===== src/rtl/sim_top.sv =====
// rtl/sim_top.sv - DS18B20 presence detector: periodic 1-Wire reset pulse, presence sample, RGB status LED.
module sim_top #(
  parameter int RESET_LOW_CYCLES     = 480,
  parameter int RELEASE_CHECK_CYCLES = 2,
  parameter int SAMPLE_CYCLES        = 70,
  parameter int WINDOW_CYCLES        = 480,
  parameter int PERIOD_CYCLES        = 21000
) (
  input  logic clk,
  input  logic rst,
  output logic O_LED_R,
  output logic O_LED_G,
  output logic O_LED_B,
  input  logic I_ONE_WIRE,
  output logic O_ONE_WIRE
);

  localparam int PW = $clog2(PERIOD_CYCLES);
  localparam logic [PW-1:0] P_LAST = PW'(PERIOD_CYCLES - 1);
  localparam logic [PW-1:0] P_REL  = PW'(RESET_LOW_CYCLES);
  localparam logic [PW-1:0] P_CHK  = PW'(RESET_LOW_CYCLES + RELEASE_CHECK_CYCLES);
  localparam logic [PW-1:0] P_SMP  = PW'(RESET_LOW_CYCLES + SAMPLE_CYCLES);
  localparam logic [PW-1:0] P_LAT  = PW'(RESET_LOW_CYCLES + WINDOW_CYCLES);

  typedef enum logic [2:0] {
    S_IDLE,
    S_RESET_LOW,
    S_RELEASE_CHECK,
    S_PRESENCE_SAMPLE,
    S_RECOVERY
  } state_t;

  state_t        state;
  logic [PW-1:0] p;
  logic [PW-1:0] p_next;
  logic          started;
  logic          sync1;
  logic          bus_s;
  logic          fault;
  logic          present;

  // The first edge after reset holds p at 0 so the run begins on that edge.
  always_comb begin
    p_next = '0;
    if (started && p != P_LAST)
      p_next = p + PW'(1);
  end

  always_ff @(posedge clk or posedge rst) begin
    if (rst) begin
      sync1      <= 1'b1;
      bus_s      <= 1'b1;
      p          <= '0;
      started    <= 1'b0;
      state      <= S_IDLE;
      fault      <= 1'b0;
      present    <= 1'b0;
      O_ONE_WIRE <= 1'b1;
      O_LED_R    <= 1'b1;
      O_LED_G    <= 1'b1;
      O_LED_B    <= 1'b1;
    end else begin
      sync1   <= I_ONE_WIRE;
      bus_s   <= sync1;
      started <= 1'b1;
      p       <= p_next;
      if (p_next == '0) begin
        state      <= S_RESET_LOW;
        fault      <= 1'b0;
        present    <= 1'b0;
        O_ONE_WIRE <= 1'b0;
        O_LED_B    <= 1'b0;
      end else begin
        case (state)
          S_RESET_LOW: if (p_next == P_REL) begin
            state      <= S_RELEASE_CHECK;
            O_ONE_WIRE <= 1'b1;
            O_LED_B    <= 1'b1;
          end
          S_RELEASE_CHECK: if (p_next == P_CHK) begin
            state <= S_PRESENCE_SAMPLE;
            if (!bus_s) begin
              fault   <= 1'b1;
              O_LED_B <= 1'b0;
            end
          end
          S_PRESENCE_SAMPLE: if (p_next == P_SMP) begin
            state   <= S_RECOVERY;
            present <= !bus_s;
          end
          S_RECOVERY: if (p_next == P_LAT) begin
            state <= S_IDLE;
            if (fault) begin
              O_LED_R <= 1'b0;
              O_LED_G <= 1'b1;
              O_LED_B <= 1'b0;
            end else if (present) begin
              O_LED_R <= 1'b1;
              O_LED_G <= 1'b0;
              O_LED_B <= 1'b1;
            end else begin
              O_LED_R <= 1'b0;
              O_LED_G <= 1'b1;
              O_LED_B <= 1'b1;
            end
          end
          default: state <= S_IDLE;
        endcase
      end
    end
  end

endmodule


===== config.mk =====
export PLATFORM = sky130hd
export DESIGN_NAME = sim_top
export DESIGN_NICKNAME = d
export VERILOG_FILES = /design/src/rtl/sim_top.sv
export SDC_FILE = /design/constraint.sdc
export NUM_CORES = 1
export LEC_CHECK = 0
export BUFFER_PORTS_ARGS = -buffer_cell sky130_fd_sc_hd__buf_4
export CORE_MARGIN = 5
export CORE_UTILIZATION = 45
export DETAILED_ROUTE_END_ITERATION = 12
export GPL_TIMING_DRIVEN = 0
export MAX_ROUTING_LAYER = met4
export SLEW_MARGIN = 25
export SYNTH_ARGS = -nofsm -noshare
export SYNTH_HDL_FRONTEND = slang
export SYNTH_SLANG_ARGS = --single-unit
export TNS_END_PERCENT = 20

===== constraint.sdc =====
create_clock -name clk -period 3.8 [get_ports clk]
set_input_delay 0.19 -clock clk [delete_from_list [all_inputs] [get_ports clk]]
set_output_delay 0.19 -clock clk [all_outputs]
set_load 0.03 [all_outputs]

==> results of run 1 <==
-- worst max-delay path, stage by stage, from the launching register on --
cell and delay [ns]:
sky130_fd_sc_hd__dfrtp_1 0.50, sky130_fd_sc_hd__ha_1 0.21, sky130_fd_sc_hd__clkbuf_1 0.34, sky130_fd_sc_hd__nand3_1 0.16
sky130_fd_sc_hd__nor3_1 0.36, sky130_fd_sc_hd__mux2i_1 0.41, sky130_fd_sc_hd__o211ai_1 0.16, sky130_fd_sc_hd__or4b_4 0.58
sky130_fd_sc_hd__o31a_1 0.30, sky130_fd_sc_hd__or4_1 0.48, sky130_fd_sc_hd__nand3_1 0.10
-- kinds of logic (layout without fill, tap and decap cells) --
family / Yosys count / count (layout)
buffers and inverters: 19 / 30
AO/OA/AOI/OAI: 26 / 26
other: 1 / 1
flip-flops: 27 / 27
AND/OR/NAND/NOR: 94 / 94
multiplexers: 4 / 4
adder cells (fa/ha/maj): 1 / 1
XOR/XNOR: 15 / 15
-- worst min path at each step --
stage,end,slack (ns),depth (start not counted)
floorplan,sync1$_DFF_PP1_,0.19,0
global placement,sync1$_DFF_PP1_,0.30,1
detailed placement,sync1$_DFF_PP1_,0.30,1
CTS,sync1$_DFF_PP1_,0.01,1
global route,state[1]$_DFFE_PP0P_,0.01,2
finish,p[2]$_DFF_PP0_,-0.03,2
-- power groups by stage --
stage	registers [mW]	clock network [mW]	logic, mW
floorplan	0.301	0	0.0295
global route	0.297	0.193	0.0480
finish	0.297	0.164	0.0418
detailed placement	0.302	0	0.0406
CTS	0.297	0.174	0.0408
global placement	0.302	0	0.0402
-- per-layer routing --
metal,up-vias,track usage,share of wire
met3,9,0.0266,0.043
met5,-,-,0
met2,36,0.264,0.48
li1,689,-,-
met4,0,0.0459,0.017
met1,676,0.211,0.46
-- final cells by class --
| class | count | area (um^2) | share of cell area |
|---|---|---|---|
| Inverter | 8 | 30.0 | 0.0159 |
| Timing Repair Buffer | 7 | 55.1 | 0.0292 |
| Clock buffer | 3 | 41.3 | 0.0219 |
| Sequential cell | 27 | 683 | 0.362 |
| Tap cell | 48 | 60.1 | 0.0319 |
| Clock inverter | 1 | 5.00 | 0.00265 |
| Buffer | 11 | 77.6 | 0.0411 |
| Multi-Input combinational cell | 141 | 933 | 0.495 |
-- repair_timing --
action                                  4_1_cts  5_1_grt
endpoints found under the setup margin        0        2
endpoints found under the hold margin         0        1
hold buffers                                  0        1
resized for setup                             0        1
-- cell usage after synthesis, drive strengths merged, types with 6 or more instances --
cell type / n
inv: 8
xor2: 9
nor2: 21
dfstp: 6
buf: 9
nand4: 7
nor3: 6
nand2: 16
xnor2: 6
nand3: 10
dfrtp: 21
-- placed cells by master, fill, tap and decap left out, types with 2 or more instances in the layout --
cell and instances:
sky130_fd_sc_hd__buf_4 11, sky130_fd_sc_hd__nor4bb_1 3, sky130_fd_sc_hd__and4_1 3, sky130_fd_sc_hd__a211o_1 2, sky130_fd_sc_hd__o211ai_1 5, sky130_fd_sc_hd__dfstp_2 6, sky130_fd_sc_hd__and2_1 2, sky130_fd_sc_hd__nor3_1 5
sky130_fd_sc_hd__dfrtp_1 21, sky130_fd_sc_hd__or4_1 2, sky130_fd_sc_hd__nand4_1 6, sky130_fd_sc_hd__and3_1 4, sky130_fd_sc_hd__o2111ai_1 2, sky130_fd_sc_hd__clkbuf_1 2, sky130_fd_sc_hd__xnor2_1 6, sky130_fd_sc_hd__nand2_1 16
sky130_fd_sc_hd__nor2_1 20, sky130_fd_sc_hd__o21ai_0 3, sky130_fd_sc_hd__nand2b_1 4, sky130_fd_sc_hd__inv_1 7, sky130_fd_sc_hd__clkbuf_8 3, sky130_fd_sc_hd__a21oi_1 5, sky130_fd_sc_hd__or3_1 3, sky130_fd_sc_hd__xor2_1 9
sky130_fd_sc_hd__nand3_1 9, sky130_fd_sc_hd__buf_2 2, sky130_fd_sc_hd__mux2i_1 2, sky130_fd_sc_hd__nor4_1 2, sky130_fd_sc_hd__buf_6 2
==> results by stage, run 1 <==
Final layout:
- The repair_antennas step left the layout with diodes totalling 0.
- The largest registers in the layout are p x15, state x3.
- Ranked by flip-flop count, first place goes to p.
- The number of fillers in the final layout is 351.
- Relative to the synthesized area, the layout overhead comes to 9.76%.
- The final cell utilization of the core is 0.511.
- The layout net count is 203.
- The register with the most flip-flops in the layout has 15 of them.
- The final cell count without fillers is 246.
- The share of layout cells above drive strength 1 is 0.197.
- The finished layout cell area is 0.00189 mm^2.

Placed design:
- Once placement finished, the instance area stood at 0.00182 mm^2.
- At the placement stage, the worst setup path has a slack of 0.215 ns.
- The count of buffers inserted at the top-level ports is 6.
- The number of placed instances with taps included is 241.
- The final weighted congestion in routability-driven placement is 0.902.
- Summed over all nets, the half-perimeter wirelength after detailed placement is 2.77 mm.

Synthesis:
- The synthesized design contains 27 register bits.
- The largest family of logic cells by synthesized area is simple AND/OR/NAND/NOR gates.
- Counting every net in the synthesized netlist gives 191.
- The adder-cell share of the synthesized area is 0.00728.
- The most common flop cell mapped by yosys is sky130_fd_sc_hd__dfrtp_1.
- The register area share after synthesis is 0.398.
- The portion of netlist area occupied by mux cells is 0.0262.
- The summed instance area of the synthesized netlist is 0.00172 mm^2.
- The number of different library cells in the post-synthesis netlist is 55.
- The async set-reset flop share out of synthesis is 1.00.
- Yosys attributes the largest share of cell area to sky130_fd_sc_hd__dfrtp_1, sky130_fd_sc_hd__dfstp_2, sky130_fd_sc_hd__xor2_1.
- The area fraction in compound gates after synthesis is 0.108.
- Each instance of the synthesized netlist takes up on average 9.19 um^2.
- The total number of yosys warnings is 0.
- The area share of the leading cell type in the synthesized netlist is 0.306.
- The number of cells produced by synthesis is 187.
- The simple-gate share of the synthesized area is 0.320.
- Counting flops with a built-in enable in the synthesized netlist gives 0.
- Of all cell types, the one taking the most synthesized area is sky130_fd_sc_hd__dfrtp_1.
- The xor-xnor portion of the synthesized cell area is 0.0765.

Timing:
- The total negative setup slack is 0 ns.
- The share of the cycle needed by the critical path after routing is 0.965.
- Setup violations remaining at the end of the flow were counted as 0.
- Setup repair after global routing could not meet its margin everywhere.
- The worst slew margin relative to its limit is 0.595.
- The hold violation count in the final report was 21.
- On the final layout, the worst clock skew is 0.00658 ns.
- The smallest setup slack after layout is 0.131 ns.
- The clock period could shrink to 3.67 ns.
- Based on the critical path, the design can be clocked at up to 0.273 GHz.
- The slew at the pin closest to its max-slew limit is 0.599 ns.
- The total count of max-transition violations in the final report is 0.
- Final hold analysis gives a worst-case slack of -0.0272 ns.

Clock tree:
- The TritonCTS buffer count is 3.
- For this design, the sink count on the clock tree is 27.
- The register clock-pin slew on the reported worst setup and hold paths is 0.10 ns.
- The depth of the CTS H-tree is 1.
- The longest clock path from root to sink contains 2 buffers.
- In this run the clock root is driven by a sky130_fd_sc_hd__clkbuf_8.
- The latest clock arrival within the worst-skew pair is 0.27 ns.
- TritonCTS built the clock tree.
- The setup fix buffers added after clock tree synthesis is 0.

Die:
- The die is 71.8 um tall.
- 7 I/O pins were placed.
- From left edge to right edge, the die measures 71.8 um.
- The core box area is 0.00369 mm^2.
- The initial core utilization is 0.466.
- The die footprint is 0.00515 mm^2.
- In this run the core area contains 22 standard-cell rows.

Pwr:
- The part of the total power dissipated in combinational logic is 0.083.
- Cell internal power was estimated by the tool at 0.380 mW.
- Dividing total power by cell area gives a power density of 267 mW/mm^2.
- The switching power share of the total is 0.244.
- The power after layout is 0.503 mW.
- For this design the static power due to leakage is 0.760 nW.
- The worst-case IR drop observed on VDD is 0.180 mV.
- The total net switching power is 0.123 mW.
- The fraction of power consumed by sequential logic is 0.590.
- The share of power burned in the clock network is 0.326.

Routing:
- The total number of vias is 1,410.
- The average via count per standard cell is 5.73.
- The final antenna-violating net count is 0.
- After detailed routing, the total wire length is 3.72 mm.
- The detailed-routing iteration count for the pre-antenna-repair pass is 4.
- The post-detailed-route DRC marker count is 0.
- The average wire per cell in the routed design is 15.1 um.
- After the first detailed-routing iteration, the DRC count stood at 80.

Critical path:
- Of all nets on the critical path, the largest fanout is 10.
- The worst register-to-register path begins at p[0]$_DFF_PP0_.
- STA classifies the critical path startpoint as a flop.
- At the worst endpoint, the required time is 4.02 ns.
- The end point of the critical path is O_LED_B$_DFFE_PP1P_.
- Measured in cells, the most critical reg-to-reg path has a length of 10.
- The worst setup path is captured at a flop.
- The worst register-to-register path ends at O_LED_B$_DFFE_PP1P_.
- The worst endpoint data arrival time is 3.89 ns.
- The critical path is of the flop to flop type.
- The startpoint of the worst setup timing path is p[0]$_DFF_PP0_.
- The setup check on the worst reg-to-reg path leaves a slack of 0.13 ns.

Global routing:
- Across every metal layer, demand over resource in global routing totals 0.163.
- After global routing the overflow that remains totals 0.
- The via count of the first global-routing pass is 1,351.
- The wire length of the first global-routing pass is 6.49 mm.
- Entering global routing, the biggest net connects 28 pins.
- The initial antenna violation count is 0.

Run:
- The max-cap violation count is 0.

Outcome:
- The flow ran to the end, but the final reports show violations.
- The final reports fail on hold timing.

Min path:
- The tightest min-delay check is of the primary input to asynchronous set/reset pin type.
No activity file was read; power rests on OpenSTA's default activity.
==> inputs of run 2 (changes only) <==
--- a/config.mk
+++ b/config.mk
@@ -5,9 +5,11 @@
 export SDC_FILE = /design/constraint.sdc
 export NUM_CORES = 1
 export LEC_CHECK = 0
+export ABC_AREA = 1
 export BUFFER_PORTS_ARGS = -buffer_cell sky130_fd_sc_hd__buf_4
 export CORE_MARGIN = 5
 export CORE_UTILIZATION = 45
+export CTS_BUF_LIST = sky130_fd_sc_hd__clkbuf_2 sky130_fd_sc_hd__clkbuf_4 sky130_fd_sc_hd__clkbuf_8
 export DETAILED_ROUTE_END_ITERATION = 12
 export GPL_TIMING_DRIVEN = 0
 export MAX_ROUTING_LAYER = met4
==> run 2 against run 1 <==
- the flow now finishes without violations
- maximum frequency rose by 57%
- cell count up 27%
- register-to-register slack better by 1.3 ns
- sequential share of layout area shrank 1.7 points
- first-iteration DRC count grew 10%
- sequential power up 10%
- largest cell class unchanged
==> results by stage, run 2 <==
Timing:
- Setup repair after global routing left no endpoint under its margin.
- The total negative setup slack is 0 ns.
- At the pin with the least slew margin, the transition time is 0.557 ns.
- For the final database, setup skew stands at 0.00373 ns.
- The maximum clock frequency is 0.428 GHz.
- Setup violations remaining at the end of the flow were counted as 0.
- The hold violation count in the final report is 0.
- The worst path needs 2.34 ns of the cycle, external delays included.
- Hold is met by 0.362 ns.
- In the finished design, the share of the clock period the worst path needs comes to 0.615.
- The total count of max-transition violations in the final report is 0.
- Measured against its own limit, the worst slew margin works out to 0.628.

Final layout:
- The layout net count is 268.
- The number of flip-flops in the largest register is 15.
- Once layout is complete, the utilization of the core stands at 0.502.
- Summing all multi-input logic gate instances after layout gives 975 um^2.
- The share of layout cells above drive strength 1 is 0.194.
- Fill cells in the final layout number 400.
- The largest registers in the layout are p x15, state x3.
- The sequential cells in the finished layout cover a total of 683 um^2.
- More flip-flops sit in one register than any other, and that register is p.
- The library cells used most frequently in the layout, excluding fill and tap cells, are sky130_fd_sc_hd__nand2_1, sky130_fd_sc_hd__nor2_1, sky130_fd_sc_hd__inv_1.
- The area growth from synthesis to layout is 9.78%.
- The number of diodes is 0.
- The most common library cell in the layout ignoring fill and taps is sky130_fd_sc_hd__nand2_1.

Global routing:
- After global routing the overflow that remains totals 0.
- Entering global routing, the biggest net connects 28 pins.
- The via count of the first global-routing pass is 1,521.
- The initial antenna violation count was 0.
- The global-route total usage across every layer is 0.165.
- The wire length of the first global-routing pass is 6.81 mm.

Synthesis:
- The number of nets handed over by synthesis was 255.
- Of the total synthesized cell area, the portion taken by XOR and XNOR cells is 0.00485.
- The commonest cells after synthesis are sky130_fd_sc_hd__nand2_1, sky130_fd_sc_hd__nor2_1, sky130_fd_sc_hd__inv_1, sky130_fd_sc_hd__dfrtp_1, sky130_fd_sc_hd__nand3_1.
- The area share of the leading cell type in the synthesized netlist is 0.291.
- The cell accounting for the most synthesized area is sky130_fd_sc_hd__dfrtp_1.
- The synthesized area divided by synthesized cell count is 7.19 um^2.
- The simple-gate share of the synthesized area is 0.461.
- The register area share after synthesis is 0.379.
- The summed instance area of the synthesized netlist is 0.00180 mm^2.
- The number of different library cells in the post-synthesis netlist is 33.
- The largest family of logic cells by synthesized area is simple AND/OR/NAND/NOR gates.
- The portion of synthesized area spent on multiplexers is 0.
- The synthesized design contains 27 register bits.
- The total number of yosys warnings is 0.
- The synthesized design contains 0 enable-type register cells.
- The adder-cell share of the synthesized area is 0.00693.
- The number of cells produced by synthesis is 251.
- Among all flip-flop cells after synthesis, the most frequent one is sky130_fd_sc_hd__dfrtp_1.
- Yosys attributes the largest share of cell area to sky130_fd_sc_hd__dfrtp_1, sky130_fd_sc_hd__nand2_1, sky130_fd_sc_hd__dfstp_2.
- The area fraction in compound gates after synthesis came to 0.0652.
- The async set-reset flop share out of synthesis is 1.00.
- The dominant cell by count in the synthesized netlist is sky130_fd_sc_hd__nand2_1.

Min path:
- The worst hold path begins at sync1$_DFF_PP1_.
- Along the worst hold path, the cell count comes to 0.
- The path class of the tightest hold or removal check is flop to flop.
- The endpoint with the worst hold slack is bus_s$_DFF_PP1_.

Die:
- The initial core utilization is 0.458.
- Row generation in the floorplan step produced 23 rows.
- The number of primary I/O pins is 7.
- The chip width is 73.3 um.
- The vertical die dimension is 73.3 um.
- The core box area is 0.00394 mm^2.
- The die covers 0.00538 mm^2.

Clock tree:
- The register clock-pin slew on the reported worst setup and hold paths is 0.09 ns.
- Counting the buffers created by CTS gives 3.
- The sink count of the clock tree is 27.
- The latest clock arrival within the worst-skew pair is 0.27 ns.
- TritonCTS built the clock tree.
- In this run the deepest clock path goes through 2 buffers.
- The depth of the CTS H-tree is 1.
- The tree is rooted in a sky130_fd_sc_hd__clkbuf_8.

Routing:
- The detailed-routing iteration count for the pre-antenna-repair pass is 4.
- The detailed router's first-iteration violation count is 88.
- After detailed routing, the number of remaining DRC violations is 0.
- After detailed routing, the number of vias per cell comes to 5.09.
- The total number of vias is 1,592.
- The average wire per cell in the routed design is 12.2 um.
- For this block, the routed nets add up to 3.83 mm of wire.
- The detail route stage leaves a number of antenna-violating nets equal to 0.

Critical path:
- The master of the slowest instance on the critical path is sky130_fd_sc_hd__dfrtp_1.
- The launching point of the worst reg2reg path is p[0]$_DFF_PP0_.
- The critical path goes through ha_1 -> nand2_1 -> nor2_2 -> nand2_1 -> nand2_1 -> nand2_2 -> a21oi_1 -> nor2_2 -> nand3_4 -> nand3_2 -> nand2_2 -> nor2_4 -> nand2_1 -> nand2_1.
- The critical path capture point type is a flop.
- The largest incremental delay on the critical path is 0.43 ns.
- The required time of the critical path is 3.96 ns.
- Of all nets on the critical path, the largest fanout is 9.
- The setup slack of the worst register-to-register path is 1.46 ns.
- The most common cell type on the critical path is sky130_fd_sc_hd__nand2_1.
- The critical path class is flop to flop.
- In this run the critical register-to-register path is captured at state[1]$_DFFE_PP0P_.
- The worst endpoint data arrival time is 2.50 ns.
- Measured in cells, the most critical reg-to-reg path has a length of 14.
- The startpoint type of the worst setup path is a flop.

Pwr:
- Power spread over the standard cell area amounts to 332 mW/mm^2.
- In this run the static leakage power is 0.969 nW.
- The worst vdd rail ir drop is 0.228 mV.
- Summing internal, switching and leakage power gives 0.657 mW.

Run:
- Across the run, the number of max-cap violations was 0.

Placed design:
- The congestion estimate from routability-driven global placement came to 0.901.
- The count of buffers inserted at the top-level ports is 6.
- Summed over all nets, the half-perimeter wirelength after detailed placement is 3.00 mm.

Outcome:
- The flow ran to the end, and the final reports show no timing, DRC or antenna violations.
[run 2: metal layers]
metal  GRT usage  vias up  share of wire
li1            -      827              -
met1       0.231      732           0.48
met2       0.256       27           0.47
met3      0.0246        6          0.032
met4      0.0302        0          0.011
met5           -        -              0
[run 2: cell families (layout without fill, tap and decap cells)]
kind of cell	after synthesis	in the layout
DFF	27	27
and+or+nand+nor	164	164
adders and majority gates	1	1
AOI/OAI and AO/OA	19	19
other	1	1
xor gates and xnor gates	1	1
buffers and inverters	38	50
[run 2: through the flow]
step | setup slack, ns | area (um^2) | cells
6_report | 1.46 | 1980 | 313
3_5_place_dp | 1.50 | 1910 | 307
5_1_grt | 1.20 | 1980 | 313
3_3_place_gp | 1.48 | 1910 | 307
4_1_cts | 1.49 | 1970 | 312
2_1_floorplan | 1.83 | 1800 | 251
[run 2: worst max-delay path by stage]
stage,depth (start not counted),slack (ns),from,end
2_1_floorplan,14,1.83,p[0]$_DFF_PP0_,state[0]$_DFFE_PP0P_
3_3_place_gp,14,1.48,p[0]$_DFF_PP0_,state[1]$_DFFE_PP0P_
4_1_cts,14,1.49,p[0]$_DFF_PP0_,state[1]$_DFFE_PP0P_
3_5_place_dp,14,1.50,p[0]$_DFF_PP0_,state[1]$_DFFE_PP0P_
5_1_grt,12,1.20,p[0]$_DFF_PP0_,state[1]$_DFFE_PP0P_
6_report,14,1.46,p[0]$_DFF_PP0_,state[1]$_DFFE_PP0P_
[run 2: area by class of cell]
cell class / count / share of cell area
multi-input cells: 186 / 0.492
flip-flops and latches: 27 / 0.345
inverters: 37 / 0.0701
repair buffers: 8 / 0.0328
well taps: 50 / 0.0316
clock buffers: 4 / 0.0246
plain buffers: 1 / 0.00379
[run 2: critical path, delay by kind of cell, from the launching register on]
kind | cells | cell delay, ns
and+or+nand+nor | 12 | 1.26
DFF | 1 | 0.43
adders and majority gates | 1 | 0.22
AOI/OAI and AO/OA | 1 | 0.32
[run 2: repair_timing]
action / 4_1_cts / 5_1_grt
setup buffers: 0 / 0
gates resized for setup: 0 / 0
endpoints found under the setup margin: 0 / 0
hold endpoints to repair: 16 / 1
hold buffers: 1 / 1
[run 2: where the power goes]
part	switching [mW]	internal (mW)
combinational	0.104	0.0562
clock	0.0860	0.0822
sequential	0.0167	0.312
total	0.207	0.450
==> inputs of run 3 (changes only) <==
==> constraint.sdc (replaced) <==
create_clock -name clk -period 2.1 [get_ports clk]
set_input_delay 0.105 -clock clk [delete_from_list [all_inputs] [get_ports clk]]
set_output_delay 0.105 -clock clk [all_outputs]
set_load 0.03 [all_outputs]
==> run 3 against run 2 <==
- the run now ends with setup timing left
- via count up 5.0%
- non-clock buffer count is 9 higher
- cell count is 3.2% higher
- critical endpoint unchanged
- largest power group unchanged
- highest routed layer unchanged
==> results by stage, run 3 (synthesis results as in run 2) <==
Timing:
- The minimum clock period is 2.13 ns.
- The hold violation count in the final report is 0.
- Setup violations remaining at the end of the flow were counted as 3.
- For the pin with the worst max-slew slack, the measured transition is 0.562 ns.
- The total count of max-transition violations in the final report is 0.
- The maximum clock frequency is 0.469 GHz.
- Measured against its own limit, the worst slew margin works out to 0.625.
- The share of the cycle needed by the critical path after routing is 1.02.
- The final hold slack is 0.362 ns.
- Setup repair after global routing could not meet its margin everywhere.
- The total negative setup slack is -0.0931 ns.
- Setup slack on the critical path of the routed design comes to -0.0325 ns.
- The post-route clock skew is 0.00374 ns.

Clock tree:
- The depth of the CTS H-tree is 1.
- At the later pin of the worst-skew pair, clock insertion delay measures 0.27 ns.
- The TritonCTS clock tree is yes.
- After clock tree synthesis, the clock-pin slew on the worst setup and hold paths is 0.09 ns.
- The root buffer cell chosen for the clock tree is sky130_fd_sc_hd__clkbuf_8.
- The sink count of the clock tree is 27.
- The clock passes through at most 2 buffers.
- The TritonCTS buffer count is 3.

Final layout:
- The number of diodes is 0.
- For this run, the post-layout net count is 278.
- After routing the design area is 0.00223 mm^2.
- In the final layout, the registers with the most flip-flops are p x15, state x3.
- At the end of the flow the core is filled with cells to 0.566.
- The finished layout holds 323 standard cells, fillers aside.
- The register with the most flip-flops in the layout has 15 of them.
- Compared with the post-synthesis result, the final layout area differs by 23.7%.
- The top cell types in the final layout, fill and taps aside, are sky130_fd_sc_hd__nand2_1, sky130_fd_sc_hd__nor2_1, sky130_fd_sc_hd__inv_1.
- The most common library cell in the layout ignoring fill and taps is sky130_fd_sc_hd__nand2_1.
- In the final layout, the share of cells above drive strength 1 is 0.319.
- The register with the highest flop count is p.

Critical path:
- The master of the slowest instance on the critical path is sky130_fd_sc_hd__dfrtp_2.
- The startpoint identified for the worst register-to-register timing path is p[0]$_DFF_PP0_.
- At the worst endpoint, the arrival time is 2.35 ns.
- The required time of the critical path is 2.32 ns.
- The worst register-to-register path has a depth of 15.
- In this design, the stage delay of the slowest critical-path cell is 0.45 ns.
- The startpoint type of the worst setup path is a flop.
- The reg-to-reg critical path endpoint is state[1]$_DFFE_PP0P_.
- The critical path class is flop to flop.
- The critical path goes through ha_4 -> nand3_2 -> nor2_4 -> nand2_4 -> nand2_8 -> buf_8 -> nor3_4 -> nand2_2 -> nor2_2 -> nand3_1 -> nand3_1 -> nand2_4 -> nor2_4 -> nand2_1 -> nand2_1.
- The worst register-to-register path has a setup slack of -0.03 ns.
- The largest fanout on the critical path is 10.
- The critical path capture point type is a flop.

Min path:
- The min-delay analysis places its worst path in the category flop to flop.
- The worst hold path was traced through 0 stages.
- The endpoint with the worst hold slack is bus_s$_DFF_PP1_.
- The beginning of the worst hold path is sync1$_DFF_PP1_.

Global routing:
- The via count of the first global-routing pass is 1,669.
- The wire length of the first global-routing pass is 7.51 mm.
- The global-route total usage across every layer is 0.183.
- The maximum number of pins on one net before global-route repair is 28.
- The initial antenna violation count is 0.
- The total overflow left after global routing is 0.

Placed design:
- Once placement finished, the instance area stood at 0.00191 mm^2.
- The number of placed instances, taps included, is 307.
- The setup slack after placement is -0.198 ns.
- Detailed placement finished with a half-perimeter wire length of 3.00 mm.
- Routability-driven placement finished with a final weighted congestion of 0.901.
- The count of buffers added on input and output ports is 6.

Die:
- The core box area is 0.00394 mm^2.
- In this run the core area contains 23 standard-cell rows.
- The die footprint is 0.00538 mm^2.
- The initial core utilization is 0.458.
- Measured along the y axis, the die boundary spans 73.3 um.
- The floorplan step set the die width to 73.3 um.
- For this design the top-level I/O count stands at 7.

Run:
- The max-cap violation count is 0.

Pwr:
- The switching power share of the total is 0.325.
- The part of the total power dissipated in combinational logic is 0.270.
- Overall power consumption after layout is estimated at 1.24 mW.
- Internal power comes to 0.840 mW.
- The worst vdd rail ir drop is 0.422 mV.
- The fraction of power consumed by sequential logic is 0.482.
- The power per cell area is 557 mW/mm^2.
- The total net switching power is 0.404 mW.
- In this run the static leakage power is 1.04 nW.
- Of the total power, the clock network draws 0.248.

Outcome:
- The checks that failed: setup timing.
- The flow ran to the end, but the final reports show violations.

Routing:
- The detail route stage leaves a number of antenna-violating nets equal to 0.
- For this run, design rule violations remaining after detail routing come to 0.
- The routed layout has 1,672 vias.
- The detailed router's first-iteration violation count is 96.
- Summed over all layers, the routed wires come to 4.31 mm.
- Dividing the detail-routed wire length by the instance count gives 13.3 um.
- The average via count per standard cell is 5.18.
- The detailed-routing iteration count for the pre-antenna-repair pass is 4.
==> run 3: cell types whose count changed in the layout (fill, tap and decap cells not counted), moves of 4 or more <==
cell | previous run | this run
sky130_fd_sc_hd__nand3_2 | 3 | 7
sky130_fd_sc_hd__buf_4 | 7 | 15
sky130_fd_sc_hd__dfrtp_2 | 0 | 4
sky130_fd_sc_hd__nor2_4 | 5 | 11
sky130_fd_sc_hd__nor2_1 | 37 | 33
sky130_fd_sc_hd__nand2_1 | 61 | 55
sky130_fd_sc_hd__dfrtp_1 | 21 | 17
==> run 3: what timing repair did <==
item,CTS,global route
hold buffers,2,0
buffers inserted,7,2
endpoints found under the hold margin,22,0
pin swaps,12,14
gates cloned,1,0
resized for setup,31,13
endpoints found under the setup margin,9,9
==> run 3: worst max path at each step <==
stage,from,end,slack (ns),cells after the start
after floorplan,p[0]$_DFF_PP0_,state[0]$_DFFE_PP0P_,0.13,14
final,p[0]$_DFF_PP0_,state[1]$_DFFE_PP0P_,-0.03,15
after global routing,p[0]$_DFF_PP0_,state[1]$_DFFE_PP0P_,-0.20,15
after CTS,p[1]$_DFF_PP0_,state[0]$_DFFE_PP0P_,0.006,14
after detailed placement,p[0]$_DFF_PP0_,state[1]$_DFFE_PP0P_,-0.20,14
after global placement,p[0]$_DFF_PP0_,state[1]$_DFFE_PP0P_,-0.22,14
==> run 3: cell type report <==
class	count	area, um^2
plain buffers	1	15.0
clock buffers	4	48.8
fillers	386	1710
inverters	37	139
multi-input cells	187	1150
flip-flops and latches	27	688
well taps	50	62.6
repair buffers	17	133
==> run 3: power by group through the flow <==
stage | clock, mW | combinational, mW | sequential (mW)
after floorplan | 0 | 0.212 | 0.618
after global placement | 0 | 0.288 | 0.604
after detailed placement | 0 | 0.289 | 0.605
after CTS | 0.319 | 0.326 | 0.597
after global routing | 0.343 | 0.379 | 0.604
final | 0.309 | 0.336 | 0.599
==> run 3: worst max-delay path: cells and delay by family (launching register included) <==
kind,cells,cell delay [ns]
DFF,1,0.45
adders and majority gates,1,0.19
buffers and inverters,1,0.16
and+or+nand+nor,13,1.27
==> run 3: metal layers <==
layer / global-route usage / vias up / part of all wire / routed length, um
met5: - / - / 0 / 0
met4: 0.0382 / 0 / 0.0065 / 28
met3: 0.0301 / 4 / 0.034 / 147
met2: 0.307 / 24 / 0.51 / 2200
met1: 0.233 / 801 / 0.45 / 1930
li1: - / 843 / - / -
